[src/rtl/bus_xbar_node.sv]
// NB_MASTER x NB_SLAVE req/gnt/rvalid crossbar: address decode, per-slave round-robin, in-order ID FIFOs.
// Latency: request and response paths are combinational; decode-error response 1 cycle after grant.
// Backpressure: one outstanding access per master; a slave is not requested while its ID FIFO is full.

// Small FIFO holding master indices; the head is taken straight from storage.
module bus_xbar_fifo #(
  parameter int WIDTH = 2,
  parameter int DEPTH = 2
) (
  input  logic             clk,
  input  logic             rst_n,
  input  logic             push_i,
  input  logic [WIDTH-1:0] dat_i,
  input  logic             pop_i,
  output logic [WIDTH-1:0] dat_o,
  output logic             full_o,
  output logic             empty_o
);
  localparam int AW = (DEPTH > 1) ? $clog2(DEPTH) : 1;
  localparam int CW = $clog2(DEPTH + 1);

  logic [WIDTH-1:0] mem_q [DEPTH];
  logic [AW-1:0]    wr_q, wr_d, rd_q, rd_d;
  logic [CW-1:0]    cnt_q, cnt_d;
  logic             do_push, do_pop;

  assign full_o  = (cnt_q == CW'(DEPTH));
  assign empty_o = (cnt_q == '0);
  assign do_push = push_i & ~full_o;
  assign do_pop  = pop_i & ~empty_o;
  assign dat_o   = mem_q[rd_q];

  // Pointer wrap and occupancy; simultaneous push and pop leave the count unchanged.
  always_comb begin
    wr_d  = wr_q;
    rd_d  = rd_q;
    cnt_d = cnt_q;
    if (do_push) wr_d = (wr_q == AW'(DEPTH - 1)) ? '0 : wr_q + 1'b1;
    if (do_pop)  rd_d = (rd_q == AW'(DEPTH - 1)) ? '0 : rd_q + 1'b1;
    case ({do_push, do_pop})
      2'b10:   cnt_d = cnt_q + 1'b1;
      2'b01:   cnt_d = cnt_q - 1'b1;
      default: cnt_d = cnt_q;
    endcase
  end

  // Pointer and count state.
  always_ff @(posedge clk or negedge rst_n) begin
    if (!rst_n) begin
      wr_q  <= '0;
      rd_q  <= '0;
      cnt_q <= '0;
    end else begin
      wr_q  <= wr_d;
      rd_q  <= rd_d;
      cnt_q <= cnt_d;
    end
  end

  // Entry storage needs no reset: only entries below the count are ever read.
  always_ff @(posedge clk) begin
    if (do_push) mem_q[wr_q] <= dat_i;
  end
endmodule

module bus_xbar_node #(
  parameter int NB_MASTER       = 3,
  parameter int NB_SLAVE        = 3,
  parameter int ADDR_WIDTH      = 32,
  parameter int DATA_WIDTH      = 32,
  parameter int MAX_OUTSTANDING = 2,
  parameter logic [NB_SLAVE-1:0][ADDR_WIDTH-1:0] START_ADDR =
    {32'h1A10_0000, 32'h0010_0000, 32'h0000_0000},
  parameter logic [NB_SLAVE-1:0][ADDR_WIDTH-1:0] END_ADDR =
    {32'h1A11_FFFF, 32'h001F_FFFF, 32'h000F_FFFF}
) (
  input  logic                                    clk,
  input  logic                                    rst_n,
  input  logic [NB_MASTER-1:0]                    m_req_i,
  input  logic [NB_MASTER-1:0]                    m_we_i,
  input  logic [NB_MASTER-1:0][ADDR_WIDTH-1:0]    m_addr_i,
  input  logic [NB_MASTER-1:0][DATA_WIDTH-1:0]    m_wdata_i,
  input  logic [NB_MASTER-1:0][DATA_WIDTH/8-1:0]  m_be_i,
  output logic [NB_MASTER-1:0]                    m_gnt_o,
  output logic [NB_MASTER-1:0]                    m_rvalid_o,
  output logic [NB_MASTER-1:0]                    m_err_o,
  output logic [NB_MASTER-1:0][DATA_WIDTH-1:0]    m_rdata_o,
  output logic [NB_SLAVE-1:0]                     s_req_o,
  output logic [NB_SLAVE-1:0]                     s_we_o,
  output logic [NB_SLAVE-1:0][ADDR_WIDTH-1:0]     s_addr_o,
  output logic [NB_SLAVE-1:0][DATA_WIDTH-1:0]     s_wdata_o,
  output logic [NB_SLAVE-1:0][DATA_WIDTH/8-1:0]   s_be_o,
  input  logic [NB_SLAVE-1:0]                     s_gnt_i,
  input  logic [NB_SLAVE-1:0]                     s_rvalid_i,
  input  logic [NB_SLAVE-1:0][DATA_WIDTH-1:0]     s_rdata_i,
  output logic                                    proto_err_o
);
  localparam int MW = (NB_MASTER > 1) ? $clog2(NB_MASTER) : 1;
  localparam int SW = (NB_SLAVE > 1) ? $clog2(NB_SLAVE) : 1;

  logic [NB_MASTER-1:0]         hit, elig, derr_gnt;
  logic [NB_MASTER-1:0][SW-1:0] sel;
  logic [NB_MASTER-1:0]         busy_q, busy_d, derr_q, derr_d;
  logic [NB_SLAVE-1:0][MW-1:0]  rr_q, rr_d, win;
  logic [NB_SLAVE-1:0]          any, hs, full, empty, pop;
  logic [MW-1:0]                head [NB_SLAVE];

  // Address decode; scanning downward lets the lowest matching index win.
  // The range test uses wrapped subtraction so a zero base needs no special case.
  always_comb begin
    hit = '0;
    sel = '0;
    for (int m = 0; m < NB_MASTER; m++) begin
      for (int k = NB_SLAVE - 1; k >= 0; k--) begin
        if ((m_addr_i[m] - START_ADDR[k]) <= (END_ADDR[k] - START_ADDR[k])) begin
          hit[m] = 1'b1;
          sel[m] = SW'(k);
        end
      end
    end
  end

  assign elig     = m_req_i & ~busy_q;
  assign derr_gnt = elig & ~hit;

  // Per-slave round-robin: scan offsets downward so the one nearest rr_q wins.
  always_comb begin
    logic [MW-1:0] cand;
    int            idx;
    win  = '0;
    any  = '0;
    cand = '0;
    idx  = 0;
    for (int k = 0; k < NB_SLAVE; k++) begin
      for (int i = NB_MASTER - 1; i >= 0; i--) begin
        idx = int'(rr_q[k]) + i;
        if (idx >= NB_MASTER) idx = idx - NB_MASTER;
        cand = MW'(idx);
        if (elig[cand] && hit[cand] && (sel[cand] == SW'(k))) begin
          any[k] = 1'b1;
          win[k] = cand;
        end
      end
    end
  end

  assign s_req_o = any & ~full;
  assign hs      = s_req_o & s_gnt_i;

  // Winner's request fields drive the slave; idle slaves see zeros.
  always_comb begin
    s_we_o    = '0;
    s_addr_o  = '0;
    s_wdata_o = '0;
    s_be_o    = '0;
    rr_d      = rr_q;
    for (int k = 0; k < NB_SLAVE; k++) begin
      if (s_req_o[k]) begin
        s_we_o[k]    = m_we_i[win[k]];
        s_addr_o[k]  = m_addr_i[win[k]];
        s_wdata_o[k] = m_wdata_i[win[k]];
        s_be_o[k]    = m_be_i[win[k]];
      end
      if (hs[k]) rr_d[k] = (win[k] == MW'(NB_MASTER - 1)) ? '0 : win[k] + 1'b1;
    end
  end

  // Grant fan-back and response routing to the head of each slave's ID FIFO.
  always_comb begin
    m_gnt_o     = derr_gnt;
    m_rvalid_o  = derr_q;
    m_err_o     = derr_q;
    m_rdata_o   = '0;
    proto_err_o = 1'b0;
    pop         = '0;
    for (int k = 0; k < NB_SLAVE; k++) begin
      if (hs[k]) m_gnt_o[win[k]] = 1'b1;
      if (s_rvalid_i[k]) begin
        if (empty[k]) begin
          proto_err_o = 1'b1;
        end else begin
          pop[k]                = 1'b1;
          m_rvalid_o[head[k]]   = 1'b1;
          m_rdata_o[head[k]]    = s_rdata_i[k];
        end
      end
    end
  end

  // A master cannot be granted and answered in the same cycle, so set/clear never collide.
  assign busy_d = (busy_q | m_gnt_o) & ~m_rvalid_o;
  assign derr_d = derr_gnt;

  // Outstanding flags, pending decode errors and arbiter pointers.
  always_ff @(posedge clk or negedge rst_n) begin
    if (!rst_n) begin
      busy_q <= '0;
      derr_q <= '0;
      rr_q   <= '0;
    end else begin
      busy_q <= busy_d;
      derr_q <= derr_d;
      rr_q   <= rr_d;
    end
  end

  for (genvar k = 0; k < NB_SLAVE; k++) begin : g_id_fifo
    bus_xbar_fifo #(
      .WIDTH(MW),
      .DEPTH(MAX_OUTSTANDING)
    ) u_fifo (
      .clk    (clk),
      .rst_n  (rst_n),
      .push_i (hs[k]),
      .dat_i  (win[k]),
      .pop_i  (pop[k]),
      .dat_o  (head[k]),
      .full_o (full[k]),
      .empty_o(empty[k])
    );
  end
endmodule

[config.mk]
export PLATFORM = sky130hd
export DESIGN_NAME = bus_xbar_node
export DESIGN_NICKNAME = d
export VERILOG_FILES = /design/src/rtl/bus_xbar_node.sv
export SDC_FILE = /design/constraint.sdc
export NUM_CORES = 1
export LEC_CHECK = 0
export CAP_MARGIN = 20
export CORE_AREA = 4 4 242 244
export CTS_BUF_LIST = sky130_fd_sc_hd__clkbuf_8
export DETAILED_ROUTE_END_ITERATION = 10
export DIE_AREA = 0 0 246 248
export PLACE_DENSITY = 0.43
export SLEW_MARGIN = 20
export SYNTH_ARGS = -nofsm -noshare
export SYNTH_HDL_FRONTEND = slang
export SYNTH_SLANG_ARGS = --single-unit
[constraint.sdc]
create_clock -name clk -period 6.7 [get_ports clk]
set_input_delay 1.005 -clock clk [delete_from_list [all_inputs] [get_ports clk]]
set_output_delay 1.005 -clock clk [all_outputs]
set_load 0.01 [all_outputs]
== Word level (Yosys, flattened, before mapping) ==
Memory sizes are Yosys's and may differ from the RTL's.
Index checks and enable logic that the tools add are counted.

* Memories kept: 3
* Logic and storage cells: 372
* Output and inout bits: 316
* Flip-flop bits (word level): 24
* RAM bits: 12

{| class="wikitable"
|+ Memories
! memory !! words !! bits a word !! read ports !! clocked after memory_dff !! wr ports !! RTL line !! RTL
|-
| g_id_fifo[0].u_fifo.mem_q || 2 || 2 || 1 || 0 || 1 || 22 || <nowiki>logic [WIDTH-1:0] mem_q [DEPTH];</nowiki>
|-
| g_id_fifo[1].u_fifo.mem_q || 2 || 2 || 1 || 0 || 1 || 22 ||
|-
| g_id_fifo[2].u_fifo.mem_q || 2 || 2 || 1 || 0 || 1 || 22 ||
|}

* Equality and inequality tests: 18
* Add/sub/neg operators: 36
* Mux-type cells: 200
* Reduce and logical (&&, ||, !) cells: 33
* Order comparisons: 39
* Bitwise logic cells: 29

{| class="wikitable"
|+ Operators with widths
! kind !! number
|-
| 96-bit two-way mux || 6
|-
| 32-bit two-way mux || 15
|-
| 32-bit binary-select mux with 2-bit select || 6
|-
| 96-bit bitwise mux || 2
|-
| 32-bit demux with 2-bit select || 3
|-
| 32-bit by 20-bit <= comparator with 1-bit output (second input constant) || 6
|-
| 96-bit bitwise AND || 1
|-
| 32-bit by 17-bit <= comparator with 1-bit output (second input constant) || 3
|-
| 32-bit by 21-bit subtractor with 32-bit output (second input constant) || 3
|-
| 32-bit by 29-bit subtractor with 32-bit output (second input constant) || 3
|-
| 2-bit two-way mux || 39
|-
| 1-bit two-way mux || 72
|-
| 2-bit by 3-bit less-than comparator with 1-bit output (second input constant) || 15
|-
| 1-bit binary-select mux with 2-bit select || 21
|-
| 2-bit binary-select mux with 2-bit select || 9
|-
| 3-bit two-way mux || 9
|-
| 4-bit binary-select mux with 2-bit select || 3
|-
| 2-bit == test (second input constant) || 12
|-
| 1-bit logical AND || 24
|-
| 4-bit two-way mux || 6
|-
| 3-bit OR || 7
|-
| 3-bit by 2-bit >= comparator with 1-bit output (second input constant) || 6
|-
| 2-bit subtractor (second input constant) || 9
|-
| 3-bit bitwise AND || 5
|-
| other kinds (15) || 70
|}

== Logic depth before layout (Yosys ltp) ==
Gate-level depths: netlist (run 1).

* Depth after elaboration: 24
* Gate-level depth with buffers: 15

== Hierarchy ==
Synthesis (run 1) repeated with hierarchy kept, for this count alone.

* Cell total of the unflattened synthesis: 1301
* Area total of the unflattened synthesis: 9130.0 µm²

{| class="wikitable"
|+ Modules (own cells, without submodules)
! module !! cells an instance !! times used !! area an instance (µm²)
|-
| bus_xbar_node || 1229 || 1 || 8112.8
|-
| bus_xbar_fifo || 24 || 3 || 339.1
|}

== Worst setup path before layout (run 1) ==
Ideal clock, no wire load.

* Path kind: in2out
* Start point: in m_addr_i[24] (netlist name)
* End point: out m_gnt_o[1]
* Buffers on the path: 1
* Data required time: 5695 ps
* Data arrival time: 3426 ps
* Slack: 2269 ps
* Cell stages on the path: 9
* Cells stage by stage: or4_4 -> nor4_2 -> o221ai_1 -> o211a_2 -> or3_1 -> a311o_1 -> buf_6 -> or3_4 -> nand3b_1

* Longest elaborated chain between the ends: 22
* Elaborated cells on any way between the ends: 115
* Classes of those cells: 2 x add/sub; 9 x order compare; 6 x eq/ne; 69 x mux; 5 x bitwise; 24 x reduce/logical

{| class="wikitable"
|+ Ends and longest elaborated chain
! what !! RTL line !! RTL
|-
| start, declared || 81 || <nowiki>input logic [NB_MASTER-1:0][ADDR_WIDTH-1:0] m_addr_i,</nowiki>
|-
| 32-bit by 29-bit subtractor with 32-bit output || 115 || <nowiki>if ((m_addr_i[m] - START_ADDR[k]) <= (END_ADDR[k] - START_ADDR[k])) begin</nowiki>
|-
| 32-bit by 17-bit <= comparator with 1-bit output || 115 ||
|-
| 2-bit two-way mux or 1-bit two-way mux (tied branches) (3 in a row) || 115 ||
|-
| 2-bit binary-select mux with 2-bit select or 1-bit binary-select mux with 2-bit select (tied branches) || 139 || <nowiki>if (elig[cand] && hit[cand] && (sel[cand] == SW'(k))) begin</nowiki>
|-
| 2-bit two-way mux (not written as such) or 1-bit two-way mux (tied branches) || 139 ||
|-
| 2-bit logical NOT or 1-bit logical AND (tied branches) || 139 ||
|-
| 1-bit logical AND || 139 ||
|-
| 2-bit two-way mux (3 in a row) || 139 ||
|-
| (+2 left out) || n/a ||
|-
| 1-bit two-way mux (not written as such) || 177 || <nowiki>if (hs[k]) m_gnt_o[win[k]] = 1'b1;</nowiki>
|-
| 1-bit demux with 2-bit select || 177 ||
|-
| 3-bit OR (no source line) || n/a ||
|-
| 3-bit two-way mux || 177 ||
|-
| 3-bit OR (no source line) || n/a ||
|-
| 3-bit two-way mux || 177 ||
|-
| 3-bit OR (no source line) || n/a ||
|-
| 3-bit two-way mux (*) || 177 ||
|-
| end, declared || 84 || <nowiki>output logic [NB_MASTER-1:0] m_gnt_o,</nowiki>
|}

Every way passes the cells marked *; elsewhere a longest branch is shown, timed or not. The select of a mux whose other input is x is not followed.

==> results of run 1 <==
state kept, by name, indices dropped and copies added, names as in the netlist:
register,cells
busy_q,3
g_id_fifo.u_fifo.cnt_q,6
g_id_fifo.u_fifo.mem_q,12
g_id_fifo.u_fifo.rd_q,3
g_id_fifo.u_fifo.wr_q,3
m_err_o,3
rr_q,6
report_power, final:
group	internal, µW	switching, µW	leakage (µW)
combinational	1040	1350	0.00480
sequential	287	75.5	0.000432
clock	112	89.6	0.0000548
worst max-delay path by stage:
stage                     cells past startpoint  slack, ns            end    startpoint
after floorplan                               9       2.27     m_gnt_o[1]  m_addr_i[24]
after global placement                       11       0.46  s_wdata_o[19]  m_addr_i[30]
after detailed placement                     11       0.48  s_wdata_o[17]  m_addr_i[30]
after CTS                                    11       0.46  s_wdata_o[17]  m_addr_i[30]
after global routing                         11       0.04  s_wdata_o[19]  m_addr_i[26]
final                                        11       0.47  s_wdata_o[19]  m_addr_i[30]
final cells by class:
cell class | count | area [µm²]
tap | 756 | 946
fill | 6197 | 39700
timing repair buffer | 654 | 6590
inverter | 33 | 124
sequential | 36 | 961
clock inverter | 3 | 46.3
antenna | 3 | 7.51
multi-input combinational | 1304 | 7810
clock buffer | 5 | 68.8
worst max-delay path, delay by kind of cell:
family | cells | cell delay, ns
compound gates | 5 | 1.39
buf+inv | 3 | 1.35
simple gates | 3 | 1.46
placed cells by master (no fill, tap or decap), types with 4 or more instances in the layout:
cell	synthesis	final
a211oi_1	112	112
a21oi_1	106	105
a31oi_1	63	61
and3_1	6	5
buf_12	0	15
buf_4	41	44
clkbuf_8	0	5
clkdlybuf4s50_1	0	595
conb_1	1	34
dfrtp_1	24	24
edfxtp_1	12	12
ha_1	9	9
inv_1	31	31
mux2i_1	112	112
nand2_1	153	153
nand2b_1	10	9
nand3_1	63	62
nand3b_1	6	6
nand4_1	7	7
nand4b_1	4	4
nor2_1	159	153
nor2_4	0	6
nor3_1	112	112
nor4_1	14	14
nor4b_1	6	6
o211a_1	4	4
o21ai_0	204	203
o21ai_1	11	11
o31a_1	4	4
o32a_1	6	6
or3_1	7	7
or4_1	10	10
xnor2_1	12	12
cells by family (layout without fill, tap and decap cells):
kind of cell,count (synthesis),after routing,synth area share [%]
and+or+nand+nor,584,584,29.2
AOI/OAI and AO/OA,550,550,35.4
buffers and inverters,222,695,10.7
muxes,112,112,11.8
DFF,36,36,10.2
xor gates and xnor gates,15,15,1.39
adders and majority gates,9,9,1.19
other,1,37,0.0396
layer usage:
layer  up-vias  global-route usage [%]  part of all wire [%]
li1       6634                       -                     -
met5         -                       0                  0.11
met2       609                    34.3                    49
met3        63                    5.03                   8.7
met1      6604                    23.9                    40
met4        12                    3.97                   2.1
synth_stat cells (31+ instances only):
cell type  number
mux2i_1       112
inv_1          31
a21oi_1       106
buf_4          41
clkbuf_1      115
nand3_1        63
nor2_1        159
nand2_1       153
nor3_1        112
o21ai_0       204
a31oi_1        63
a211oi_1      112
through the flow:
| step | area, µm² | util [%] |
|---|---|---|
| 2_1_floorplan | 9590 | - |
| 3_3_place_gp | 16400 | 29.2 |
| 3_5_place_dp | 16400 | 29.2 |
| 4_1_cts | 16500 | 29.4 |
| 5_1_grt | 16500 | 29.4 |
| 6_report | 16600 | 29.4 |
==> results.ini, run 1 <==
[status]
status=completed

[floorplanning]
rows=87
die_x_um=246
num_io_pins=630
core_mm2=0.0563
die_h_um=248
start_util_pct=16.8
die_area_mm2=0.0610

[placement]
dp_hpwl_mm=50.7
place.gp.congestion=0.926
portBuffers=595
pre_cts_slack_ns=0.480
place_inst=2783

[yosys]
netlist.area_leader.share_pct=11.8
netlist-cell-type-count=78
ys_ff_latch=36
yosysWarnings=0
netlist_top_cells_area=mux2i_1, o21ai_0, a211oi_1
synthArstFlopShare_pct=66.7
syn_inst=1529
avgSynthCellArea_um2=6.19
netlist_area_mm2=0.00947
synth_edf_count=12
yosysSeqAreaShare_pct=10.2
yosysTopAreaCell=mux2i_1
ys.flop_type=dfrtp_1

[worst_hold_path]
hp-class=reg2reg
min_from=g_id_fifo[2].u_fifo.wr_q
whs_endpoint=g_id_fifo[2].u_fifo.wr_q
hold_depth=1

[clock_network]
htreeDepth=2
cts_resized=0
cts_inserted_buffers=5
path_clk_slew_ns=0.09
cts_hold_buf=0
clock_latency_ns=0.29
clockBufferDepth=2
clock_sinks=36
tritoncts=built
post_cts_buffers=0
cts_root_buffer=clkbuf_8

[global_route]
grt_pass1_wl_mm=91.7
grt.total_usage_pct=19.4
antenna_found_initial=11
grt_max_degree=62
grt-ovfl-total=0
first_global_vias=13508

[layout]
layout.cells.non_filler=2794
area_delta_synth_final_pct=74.8
layout-drive-gt1-share_pct=5.21
nets=2357

[worst_setup_path]
reg2regPathDepth=10
critical_path_required_ns=5.69
crit_path_end_kind=output pin
crit_fanout=17
cp.arrival_ns=5.22
worstPathCellList=clkdlybuf4s50_1, nor4_1, nand3_1, a211oi_1, a211o_1, a22o_1, and3_2, buf_4, o21ai_0, a31oi_1, clkdlybuf4s50_1
r2r-end=busy_q[1]
r2r-start=rr_q[5]
critical_path_class=in2out
crit_top_cell=clkdlybuf4s50_1
slowest_delay_ns=0.62
rrSetupSlack_ns=3.27
start_kind=primary input
slowest_stage=nor4_1

[sta]
setup_violations=0
rsz0062_at_grt=no
fin_ws_ns=0.471
timing.fmax_mhz=161
drv_slew=0
worst_slew_pin_slew_ns=0.869
finClkSkew_ns=0.0103
hold_violations=0
totalNegativeSetupSlack_ns=0
finalCritPeriodShare_pct=93.0
hold_ws_ns=0.500
max_slew_margin_pct=42.1
period_minus_slack_ns=6.23

[drt]
drc=0
vias_per_cell=4.98
drtAntennaViolNets=0
wire_per_inst_um=23.2
wirelength_mm=64.8
dr.pass1.iters=6
drt-initial-drc-count=761
via_count=13922

[job]
drv_cap=0

[power]
power_density_mw_per_mm2=178
p_leak_uw=0.00529
finalPower_uw=2950
ir_drop_uv=117

Note: power is estimated with default switching activity, not from simulation.
==> run 2: changes to the inputs <==
- RECOVER_POWER: unset -> 50
==> results.ini, run 2 (same netlist as run 1, synthesis figures left out) <==
[clock_network]
cts_hold_buf=0  ; unchanged
cts_root_buffer=clkbuf_8  ; unchanged
clock_sinks=36  ; unchanged
clock_latency_ns=0.29  ; about the same
post_cts_buffers=0  ; unchanged
cts_inserted_buffers=5  ; unchanged
htreeDepth=2  ; unchanged
cts_resized=0  ; unchanged
path_clk_slew_ns=0.09  ; about the same
tritoncts=built  ; unchanged
clockBufferDepth=2  ; unchanged

[worst_setup_path]
r2r-start=rr_q[2]  ; was rr_q[5]
critical_path_class=in2out  ; unchanged
slowest_stage=o21ai_0  ; was nor4_1
crit_path_end_kind=output pin  ; unchanged
worstPathCellList=clkdlybuf4s50_1, or4_1, nor4_1, o32ai_1, nand4_1, o21ai_0, clkinv_1, a31oi_1, o21ai_0, or2_2, clkdlybuf4s50_1  ; was clkdlybuf4s50_1, nor4_1, nand3_1, a211oi_1, a211o_1, a22o_1, and3_2, buf_4, o21ai_0, a31oi_1, clkdlybuf4s50_1
crit_fanout=7  ; was 17
crit_start=m_addr_i[89]  ; was m_addr_i[30]
path_buf_inv=3  ; unchanged
cp.arrival_ns=5.36  ; was 5.22 ns
start_kind=primary input  ; unchanged
slowest_delay_ns=1.03  ; was 0.62 ns
path_delay_family=compound AO/OA/AOI/OAI gates  ; was simple AND/OR/NAND/NOR gates
critical_path_required_ns=5.69  ; about the same

[layout]
layout-drive-gt1-share_pct=4.57  ; was 5.21%
area_delta_synth_final_pct=73.9  ; was 74.8%
layout_common_cells=clkdlybuf4s50_1, o21ai_0, nor2_1, nand2_1  ; unchanged
reg_top3=g_id_fifo.u_fifo.mem_q (12), g_id_fifo.u_fifo.cnt_q (6), rr_q (6)  ; unchanged
layout_commonest_cell=clkdlybuf4s50_1  ; unchanged
ff_latch_area_um2=961  ; unchanged
multiInputGateArea_mm2=0.00775  ; was 0.00781 mm²
regMostFlops=g_id_fifo.u_fifo.mem_q  ; unchanged
nets=2357  ; unchanged
final.fill_count=6211  ; was 6197
largest_reg_flops=12  ; unchanged
final_util_pct=29.3  ; was 29.4%

[sta]
timing.fmax_mhz=157  ; was 161 MHz
period_minus_slack_ns=6.36  ; was 6.23 ns
worst_slew_pin_slew_ns=2.12  ; was 0.869 ns
totalNegativeSetupSlack_ns=0  ; unchanged
max_slew_margin_pct=-41.7  ; was 42.1%
finClkSkew_ns=0.0112  ; was 0.0103 ns
finalCritPeriodShare_pct=95.0  ; was 93.0%
hold_ws_ns=0.499  ; was 0.500 ns
setup_violations=0  ; unchanged
drv_slew=75  ; was 0
hold_violations=0  ; unchanged
rsz0062_at_grt=no  ; unchanged
fin_ws_ns=0.337  ; was 0.471 ns

[floorplanning]
die_h_um=248  ; unchanged
die_x_um=246  ; unchanged
die_area_mm2=0.0610  ; unchanged
core_mm2=0.0563  ; unchanged
start_util_pct=16.8  ; unchanged
num_io_pins=630  ; unchanged
rows=87  ; unchanged

[global_route]
antenna_found_initial=11  ; unchanged
grt.total_usage_pct=19.4  ; unchanged
grt-ovfl-total=0  ; unchanged
grt_max_degree=62  ; unchanged
first_global_vias=13508  ; unchanged
grt_pass1_wl_mm=91.7  ; unchanged

[worst_hold_path]
min_from=g_id_fifo[2].u_fifo.wr_q  ; unchanged
hp-class=reg2reg  ; unchanged

[placement]
pre_cts_slack_ns=0.480  ; unchanged
dp_hpwl_mm=50.7  ; unchanged
portBuffers=595  ; unchanged
place.gp.congestion=0.926  ; unchanged

[drt]
drc=0  ; unchanged
via_count=13928  ; was 13922
drt-initial-drc-count=703  ; was 761
wire_per_inst_um=23.2  ; about the same
vias_per_cell=4.98  ; about the same
dr.pass1.iters=5  ; was 6
drtAntennaViolNets=0  ; unchanged
wirelength_mm=64.9  ; was 64.8 mm

[status]
status=finished with violations  ; was completed
failed_checks=capacitance limit, slew limit

[power]
power_density_mw_per_mm2=175  ; was 178 mW/mm²
finalPower_uw=2880  ; was 2950 µW
p_leak_uw=0.00552  ; was 0.00529 µW
ir_drop_uv=116  ; was 117 µV

[job]
drv_cap=3  ; was 0

[run 2: final timing paths]
path | endpoint | slack [ns] | cells past startpoint
max | m_gnt_o[2] | 0.34 | 11
min | g_id_fifo[2].u_fifo.wr_q | 0.50 | 1
max reg2reg | g_id_fifo[1].u_fifo.cnt_q[1] | 2.49 | 12
min reg2reg | g_id_fifo[2].u_fifo.wr_q | 0.50 | 1
max in group asynchronous | rr_q[2] | 4.24 | 2
min in group asynchronous | m_err_o[0] | 1.60 | 2
[run 2: where the power goes]
part / internal, µW / leakage, µW / total [µW] / switching [µW]
Sequential: 287 / 0.000432 / 362 / 75.1
Clock: 112 / 0.0000548 / 203 / 90.4
Combinational: 979 / 0.00504 / 2310 / 1340
[run 2: stage by stage]
step / std cells / area, µm²
after floorplan: 1562 / 9590
after global placement: 2783 / 16400
after detailed placement: 2783 / 16400
after CTS: 2791 / 16500
after global routing: 2791 / 16500
final: 2794 / 16500
[run 2: per-layer routing]
| metal | global-route usage (%) | vias up | part of all wire, % |
|---|---|---|---|
| met2 | 34.3 | 624 | 49 |
| met3 | 5.03 | 58 | 8.8 |
| met1 | 23.9 | 6603 | 40 |
| met4 | 3.97 | 12 | 2.1 |
| met5 | 0 | - | 0.11 |
| li1 | - | 6631 | - |
[run 2: layout make-up]
class                           instances  share of cell area, %
Clock buffer                            5                  0.418
Sequential cell                        36                   5.84
Antenna cell                            3                 0.0456
Timing Repair Buffer                  654                   39.9
Inverter                               33                  0.752
Multi-Input combinational cell       1304                   47.1
Tap cell                              756                   5.75
Clock inverter                          3                  0.281
==> run 3: changes to the inputs <==
- ABC_CLOCK_PERIOD_IN_PS: unset -> 6700
- SLEW_MARGIN: 20 -> unset
==> results.ini, run 3 (same netlist as run 1, synthesis figures left out) <==
[status]
status=finished with violations  ; unchanged
failed_checks=capacitance limit, slew limit  ; unchanged

[sta]
timing.fmax_mhz=160  ; was 157 MHz
rsz0062_at_grt=no  ; unchanged
max_slew_margin_pct=-44.4  ; was -41.7%
hold_violations=0  ; unchanged
finalCritPeriodShare_pct=93.2  ; was 95.0%
drv_slew=52  ; was 75
finClkSkew_ns=0.0137  ; was 0.0112 ns
worst_slew_pin_slew_ns=2.16  ; was 2.12 ns
period_minus_slack_ns=6.25  ; was 6.36 ns
setup_violations=0  ; unchanged
totalNegativeSetupSlack_ns=0  ; unchanged
fin_ws_ns=0.454  ; was 0.337 ns
hold_ws_ns=0.503  ; was 0.499 ns

[drt]
wirelength_mm=64.5  ; was 64.9 mm
routed.top_layer=met5  ; unchanged
dr.pass1.iters=6  ; was 5
via_count=13910  ; was 13928
drc=0  ; unchanged
wl_met3_mm=5.43  ; was 5.68 mm
wl_met1_mm=26.1  ; was 26.2 mm
drtAntennaViolNets=0  ; unchanged
vias_per_cell=4.98  ; about the same
drt-initial-drc-count=874  ; was 703
dr_wl_met2_mm=31.2  ; was 31.5 mm
wire_per_inst_um=23.1  ; was 23.2 µm

[floorplanning]
die_h_um=248  ; unchanged
die_area_mm2=0.0610  ; unchanged
rows=87  ; unchanged
start_util_pct=16.8  ; unchanged
core_mm2=0.0563  ; unchanged
num_io_pins=630  ; unchanged
die_x_um=246  ; unchanged

[layout]
reg_top3=g_id_fifo.u_fifo.mem_q (12), g_id_fifo.u_fifo.cnt_q (6), rr_q (6)  ; unchanged
multiInputGateArea_mm2=0.00774  ; was 0.00775 mm²
nets=2358  ; was 2357
layout-drive-gt1-share_pct=4.47  ; was 4.57%
area_delta_synth_final_pct=73.8  ; was 73.9%
layout_common_cells=clkdlybuf4s50_1, o21ai_0, nor2_1, nand2_1  ; unchanged
largest_reg_flops=12  ; unchanged
ff_latch_area_um2=961  ; unchanged
regMostFlops=g_id_fifo.u_fifo.mem_q  ; unchanged
layout_commonest_cell=clkdlybuf4s50_1  ; unchanged
final.fill_count=6176  ; was 6211

[worst_setup_path]
crit_path_end_kind=output pin  ; unchanged
crit_fanout=18  ; was 7
start_kind=primary input  ; unchanged
critical_path_class=in2out  ; unchanged
crit_start=m_addr_i[26]  ; was m_addr_i[89]
critical_path_required_ns=5.69  ; about the same
r2r-start=rr_q[2]  ; unchanged
cp.arrival_ns=5.24  ; was 5.36 ns

[clock_network]
cts_inserted_buffers=5  ; unchanged
post_cts_buffers=0  ; unchanged
cts_hold_buf=0  ; unchanged
path_clk_slew_ns=0.07  ; was 0.09 ns
cts_resized=0  ; unchanged
clock_latency_ns=0.29  ; about the same
tritoncts=built  ; unchanged
clock_sinks=36  ; unchanged
clockBufferDepth=2  ; unchanged
cts_root_buffer=clkbuf_8  ; unchanged
htreeDepth=2  ; unchanged

[job]
drv_cap=3  ; unchanged

[global_route]
grt_pass1_wl_mm=92.1  ; was 91.7 mm
antenna_found_initial=8  ; was 11
first_global_vias=13705  ; was 13508
grt.total_usage_pct=19.5  ; was 19.4%
grt-ovfl-total=0  ; unchanged
grt_max_degree=62  ; unchanged

[placement]
place.gp.congestion=0.926  ; unchanged
pre_cts_slack_ns=0.513  ; was 0.480 ns
portBuffers=595  ; unchanged
dp_hpwl_mm=50.7  ; about the same

[power]
power_density_mw_per_mm2=175  ; about the same
p_leak_uw=0.00551  ; was 0.00552 µW
ir_drop_uv=108  ; was 116 µV

[worst_hold_path]
hp-class=reg2reg  ; unchanged
min_from=g_id_fifo[1].u_fifo.wr_q  ; was g_id_fifo[2].u_fifo.wr_q

-- run 3: critical path: stages --
cell and delay (ns):
clkdlybuf4s50_1 0.47, nor4_1 0.62, nand2_1 0.36, o41ai_1 0.42
nand2b_1 0.15, a22o_1 0.35, o2bb2ai_4 0.55, buf_4 0.35
o21ai_0 0.10, a31oi_1 0.24, clkdlybuf4s50_1 0.60
-- run 3: cell type report --
| class | count | area share (%) |
|---|---|---|
| timing repair buffer | 655 | 39.9 |
| tap | 756 | 5.75 |
| multi-input combinational | 1304 | 47.0 |
| clock buffer | 5 | 0.418 |
| clock inverter | 3 | 0.281 |
| inverter | 33 | 0.753 |
| antenna | 2 | 0.0304 |
| sequential | 36 | 5.84 |
-- run 3: per-stage QoR --
stage          util [%]  std cells  cell area [µm²]  power [µW]
6_report           29.2       2794            16500        2880
5_1_grt            29.2       2792            16400        3090
4_1_cts            29.4       2792            16500        2980
3_5_place_dp       29.2       2784            16400        2760
3_3_place_gp       29.2       2783            16400        2760
2_1_floorplan         -       1562             9590        1460
-- run 3: routing by layer --
layer | track usage, % | up-vias
met2 | 34.1 | 610
met4 | 4.91 | 10
met3 | 5.07 | 70
met5 | 0 | -
met1 | 23.9 | 6589
li1 | - | 6631
-- run 3: path summary, 6_finish.rpt --
path | to | slack [ns] | depth (start not counted)
max reg2reg | g_id_fifo[1].u_fifo.cnt_q[1] | 2.61 | 12
max in group asynchronous | rr_q[2] | 4.24 | 2
min reg2reg | g_id_fifo[1].u_fifo.wr_q | 0.50 | 1
min in group asynchronous | g_id_fifo[1].u_fifo.rd_q | 1.60 | 2
min | g_id_fifo[1].u_fifo.wr_q | 0.50 | 1
max | s_wdata_o[17] | 0.45 | 11
-- run 3: power by group --
| part | internal (µW) | switching (µW) | leakage [µW] |
|---|---|---|---|
| combinational | 980 | 1340 | 0.00503 |
| sequential | 287 | 74.9 | 0.000432 |
| clock | 112 | 87.2 | 0.0000548 |
